`config.mk`:
```
export PLATFORM = sky130hd
export DESIGN_NAME = clmul_seq_flat
export DESIGN_NICKNAME = d
export VERILOG_FILES = /design/src/rtl/clmul_seq_if.sv /design/src/rtl/clmul_seq.sv /design/src/flat_wrapper.sv
export SDC_FILE = /design/constraint.sdc
export NUM_CORES = 1
export LEC_CHECK = 0
export CAP_MARGIN = 30
export CORE_MARGIN = 2
export CORE_UTILIZATION = 40
export DETAILED_ROUTE_END_ITERATION = 8
export SLEW_MARGIN = 20
export SYNTH_ARGS = -nofsm -noshare
export SYNTH_HDL_FRONTEND = slang
export SYNTH_SLANG_ARGS = --single-unit
```
`constraint.sdc`:
```
create_clock -name clk -period 6.8 [get_ports clk]
set_input_delay 1.02 -clock clk [delete_from_list [all_inputs] [get_ports clk]]
set_output_delay 1.02 -clock clk [all_outputs]
set_load 0.05 [all_outputs]
```
`src/rtl/clmul_seq_if.sv`:
```
// Operand/result handshake bundle between the execute stage and the clmul_seq sequencer.
// The execute stage uses the master modport and the sequencer uses the slave modport.
interface clmul_seq_if #(
    parameter int WIDTH = 32
);
    logic             StartValid;
    logic             StartReady;
    logic [1:0]       Op;
    logic [WIDTH-1:0] X;
    logic [WIDTH-1:0] Y;
    logic             Flush;
    logic             Busy;
    logic             ResultValid;
    logic             ResultReady;
    logic [WIDTH-1:0] ClmulResult;

    modport master (
        output StartValid, Op, X, Y, Flush, ResultReady,
        input  StartReady, Busy, ResultValid, ClmulResult
    );

    modport slave (
        input  StartValid, Op, X, Y, Flush, ResultReady,
        output StartReady, Busy, ResultValid, ClmulResult
    );
endinterface

```
`src/rtl/clmul_seq.sv`:
```
// Multi-cycle carry-less multiplier (clmul/clmulh/clmulr), BITSPERCYCLE partial products per cycle.
// Optional CLMUL_SEQ_EARLYOUT_EN finishes as soon as the remaining Y bits are all zero.
module clmul_seq #(
    parameter int WIDTH        = 32,
    parameter int BITSPERCYCLE = 4
) (
    input  logic        clk,
    input  logic        resetn,
    clmul_seq_if.slave  bus
);
    localparam int N  = WIDTH / BITSPERCYCLE;
    localparam int CW = $clog2(N) + 1;
    localparam logic [CW-1:0] COUNT_END = CW'(N);

    typedef enum logic [1:0] {IDLE, BUSY, DONE} state_t;

    state_t             state, state_next;
    logic [2*WIDTH-1:0] xs, p, pp;
    logic [WIDTH-1:0]   ys, ys_shift, result, result_sel;
    logic [1:0]         op_r;
    logic [CW-1:0]      count, count_inc;
    logic               start, consume, select;

    // The cycle after the final consume is spent registering the selected slice.
    assign start    = (state == IDLE) && bus.StartValid && !bus.Flush;
    assign consume  = (state == BUSY) && (count != COUNT_END);
    assign select   = (state == BUSY) && (count == COUNT_END) && !bus.Flush;
    assign ys_shift = ys >> BITSPERCYCLE;

`ifdef CLMUL_SEQ_EARLYOUT_EN
    assign count_inc = (ys_shift == '0) ? COUNT_END : count + 1'b1;
`else
    assign count_inc = count + 1'b1;
`endif

    always_comb begin
        pp = '0;
        for (int k = 0; k < BITSPERCYCLE; k++) begin
            if (ys[k]) pp = pp ^ (xs << k);
        end
    end

    always_comb begin
        case (op_r)
            2'b01:   result_sel = p[2*WIDTH-1:WIDTH];
            2'b10:   result_sel = p[2*WIDTH-2:WIDTH-1];
            default: result_sel = p[WIDTH-1:0];
        endcase
    end

    always_ff @(posedge clk) begin
        if (!resetn) state <= IDLE;
        else         state <= state_next;
    end

    // NOTE: combinational blocks assign a default first so every path drives a value and no latch is inferred.
    always_comb begin
        state_next = state;
        case (state)
            IDLE: if (start) state_next = BUSY;
            BUSY: begin
                if (bus.Flush)               state_next = IDLE;
                else if (count == COUNT_END) state_next = DONE;
            end
            DONE: if (bus.Flush || bus.ResultReady) state_next = IDLE;
            default: state_next = IDLE;
        endcase
    end

    always_ff @(posedge clk) begin
        if (!resetn) begin
            p      <= '0;
            count  <= '0;
            result <= '0;
        end else begin
            if (start) begin
                p     <= '0;
                count <= '0;
            end else if (consume) begin
                p     <= p ^ pp;
                count <= count_inc;
            end
            if (select) result <= result_sel;
        end
    end

    // NOTE: operand shift registers carry no reset; they are always loaded on a start before being consumed.
    always_ff @(posedge clk) begin
        if (start) begin
            xs   <= {{WIDTH{1'b0}}, bus.X};
            ys   <= bus.Y;
            op_r <= bus.Op;
        end else if (consume) begin
            xs <= xs << BITSPERCYCLE;
            ys <= ys_shift;
        end
    end

    assign bus.StartReady  = (state == IDLE);
    assign bus.Busy        = (state != IDLE);
    assign bus.ResultValid = (state == DONE);
    assign bus.ClmulResult = result;
endmodule
```
`src/flat_wrapper.sv`:
```
// flat-port wrapper written by rule: the top's interface ports become plain ports
module clmul_seq_flat 
#(
    parameter int WIDTH        = 32,
    parameter int BITSPERCYCLE = 4
)
  (clk, resetn, bus_StartValid, bus_Op, bus_X, bus_Y, bus_Flush, bus_ResultReady, bus_StartReady, bus_Busy, bus_ResultValid, bus_ClmulResult);
  clmul_seq_if #(.WIDTH(WIDTH)) bus_i ();
  input  logic clk;
  input  logic resetn;
  input wire logic [$bits(bus_i.StartValid)-1:0] bus_StartValid;
  input wire logic [$bits(bus_i.Op)-1:0] bus_Op;
  input wire logic [$bits(bus_i.X)-1:0] bus_X;
  input wire logic [$bits(bus_i.Y)-1:0] bus_Y;
  input wire logic [$bits(bus_i.Flush)-1:0] bus_Flush;
  input wire logic [$bits(bus_i.ResultReady)-1:0] bus_ResultReady;
  output wire logic [$bits(bus_i.StartReady)-1:0] bus_StartReady;
  output wire logic [$bits(bus_i.Busy)-1:0] bus_Busy;
  output wire logic [$bits(bus_i.ResultValid)-1:0] bus_ResultValid;
  output wire logic [$bits(bus_i.ClmulResult)-1:0] bus_ClmulResult;
  assign bus_i.StartValid = bus_StartValid;
  assign bus_i.Op = bus_Op;
  assign bus_i.X = bus_X;
  assign bus_i.Y = bus_Y;
  assign bus_i.Flush = bus_Flush;
  assign bus_i.ResultReady = bus_ResultReady;
  assign bus_StartReady = bus_i.StartReady;
  assign bus_Busy = bus_i.Busy;
  assign bus_ResultValid = bus_i.ResultValid;
  assign bus_ClmulResult = bus_i.ClmulResult;
  clmul_seq #(.WIDTH(WIDTH), .BITSPERCYCLE(BITSPERCYCLE)) u_core (.clk(clk), .resetn(resetn), .bus(bus_i));
endmodule
```
==> qor.txt <==
Largest net degree at the start of global routing: 117
Status: complete, no violations
Initial Util: 0.409
Root Buffer: clkbuf_16
CTS tree: built
Post-Syn Area: 11,100 sq um
Most frequent cells in the layout: 320 x nand2_1, 187 x xnor2_1, 134 x dfxtp_1
RSZ-0062 raised after global routing: false
Diode count: 0
Num rows: 60
DRC: 0
Initial antenna violation count: 0
Final setup fails: 0
H-Tree Depth: 4
DR iter-0 viols: 369
Worst path required time: 6.90 ns
Ports: 106
Detail Placement HPWL: 16,500 um
Vias per inst: 5.12
Total core area: 27,100 sq um
Slew headroom: 0.381
TritonRoute pass-1 iters: 5
TritonCTS Buffers: 17
Worst hold slack: 0.474 ns
Routed via count: 8,752
Buffers on Ports: 105
Slew @ Worst Pin: 0.928 ns
Post-synthesis area per instance: 8.68 sq um
Cts hold-fix bufs: 0
Hold Crit Class: reg2reg
Die Width: 170 um
Sequential area share after synthesis: 0.421
Commonest non-fill, non-tap cell in the layout: nand2_1
Clock-pin slew on the worst setup and hold paths: 0.08 ns
PwrDens: 213 nW/um^2
Yosys cell types: 34
Longest Clk Path Bufs: 2
Layout net count: 1,399
Layout area overhead: 16.3%
Die area: 29,000 sq um
Clock Sink Count: 200
Count of warnings emitted by yosys: 0
Total grt overflow: 0
Drt wl/cell: 14.9 um
First-pass GRT wire length: 42,500 um
Layout Skew: 0.0152 ns
Min cycle time layout: 3.12 ns
Final wirelength: 25,500 um
Endpoints failing hold: 0
Synth Register Bits: 200
Crit start category: input port
Mapped Cells: 1,276
CP Capture Type: flip-flop
Die height: 170 um
Syn Nets: 1,351
Setup repair bufs after CTS: 0
Critical Path AT: 3.22 ns
Classification of the worst setup path: in2reg
Leakage: 0.00409 uW
Placer Congestion: 0.766
Total track usage: 0.182
Final critical-path share of the clock period: 0.459
Max Transition Viols Final: 0
Layout cell share with drive strength beyond 1: 0.0883
Max VDD drop: 0.000136 V
Clk_lat worst skew: 0.44 ns
Setup_tns: 0 ns
Vias in the first global route: 8,337
CTS resizes: 0
Number of max-cap violations: 0
Critical path peak fanout: 33
Max Clock Freq: 0.320 GHz
Final ANT Viol Nets: 0
-- routing by layer --
metal | share of wire | global-route usage
met1 | 0.47 | 0.243
met2 | 0.48 | 0.302
met3 | 0.040 | 0.0300
met4 | 0.012 | 0.0557
met5 | 0 | 0
-- cell usage after synthesis (all sizes together) --
cell	instances	share of area
nand3	1	0.00045
xnor2	187	0.15
a221oi	32	0.025
nor3	32	0.019
nand4b	1	0.00079
nand2	320	0.11
mux2	56	0.057
and2	8	0.0045
nor2	6	0.0020
inv	5	0.0017
and2b	1	0.00068
nor2b	66	0.037
ha	4	0.0045
or3	62	0.035
nand4	1	0.00057
or4	2	0.0017
clkbuf	36	0.012
o21ai	63	0.029
buf	55	0.026
o211ai	1	0.00068
dfxtp	134	0.24
a21boi	1	0.00068
nor3b	1	0.00068
o21a	2	0.0014
a21oi	128	0.058
edfxtp	66	0.18
nand2b	3	0.0017
xor2	2	0.0016
-- worst max-delay path: stages --
cell and delay [ns]:
clkdlybuf4s50_1 0.45, nor3b_2 0.17, buf_4 0.34, nand2b_2 0.71, buf_4 0.50
-- worst paths after layout --
check                           depth (start not counted)  slack (ns)            start       endpoint
worst min-delay path                                    2        0.47    u_core.xs[63]  u_core.xs[63]
worst max-delay path                                    5        3.68        bus_Flush  u_core.xs[17]
worst max register to register                          6        4.15  u_core.state[1]  u_core.xs[17]
worst min register to register                          2        0.47    u_core.xs[63]  u_core.xs[63]
-- through the flow --
stage,cell area (sq um),setup WS (ns),util,total power (uW),std cells
floorplan,11100,2.57,-,1650,1276
global placement,12300,3.18,0.454,1760,1677
detailed placement,12300,3.17,0.454,1770,1677
CTS,12900,3.64,0.475,2780,1709
global route,12900,3.52,0.475,2870,1709
finish,12900,3.68,0.475,2740,1709
-- kinds of logic after synthesis --
family | synth area share
AO/OA/AOI/OAI | 0.115
XOR/XNOR | 0.149
adder cells (fa/ha/maj) | 0.00452
buffers and inverters | 0.0402
flip-flops | 0.421
multiplexers | 0.0569
AND/OR/NAND/NOR | 0.213
-- sequential cells by signal (all words and copies together) (netlist names) --
| register | cells |
|---|---|
| u_core.p | 64 |
| u_core.state | 2 |
| u_core.xs | 64 |
| u_core.op_r | 2 |
| u_core.bus.ClmulResult | 32 |
| u_core.count | 4 |
| u_core.ys | 32 |
-- power by group --
group          switching (uW)  internal (uW)
logic                     216            191
registers                41.1           1290
clock network             511            496
total                     769           1970
-- area by class of cell --
type,count,area (sq um)
fill,2640,14200
timing repair buffer,120,1160
tap,372,465
clock inverter,15,161
clock buffer,17,425
multi-input combinational,980,5980
inverter,5,18.8
sequential,200,4660
(Power assumes the default switching activity.)
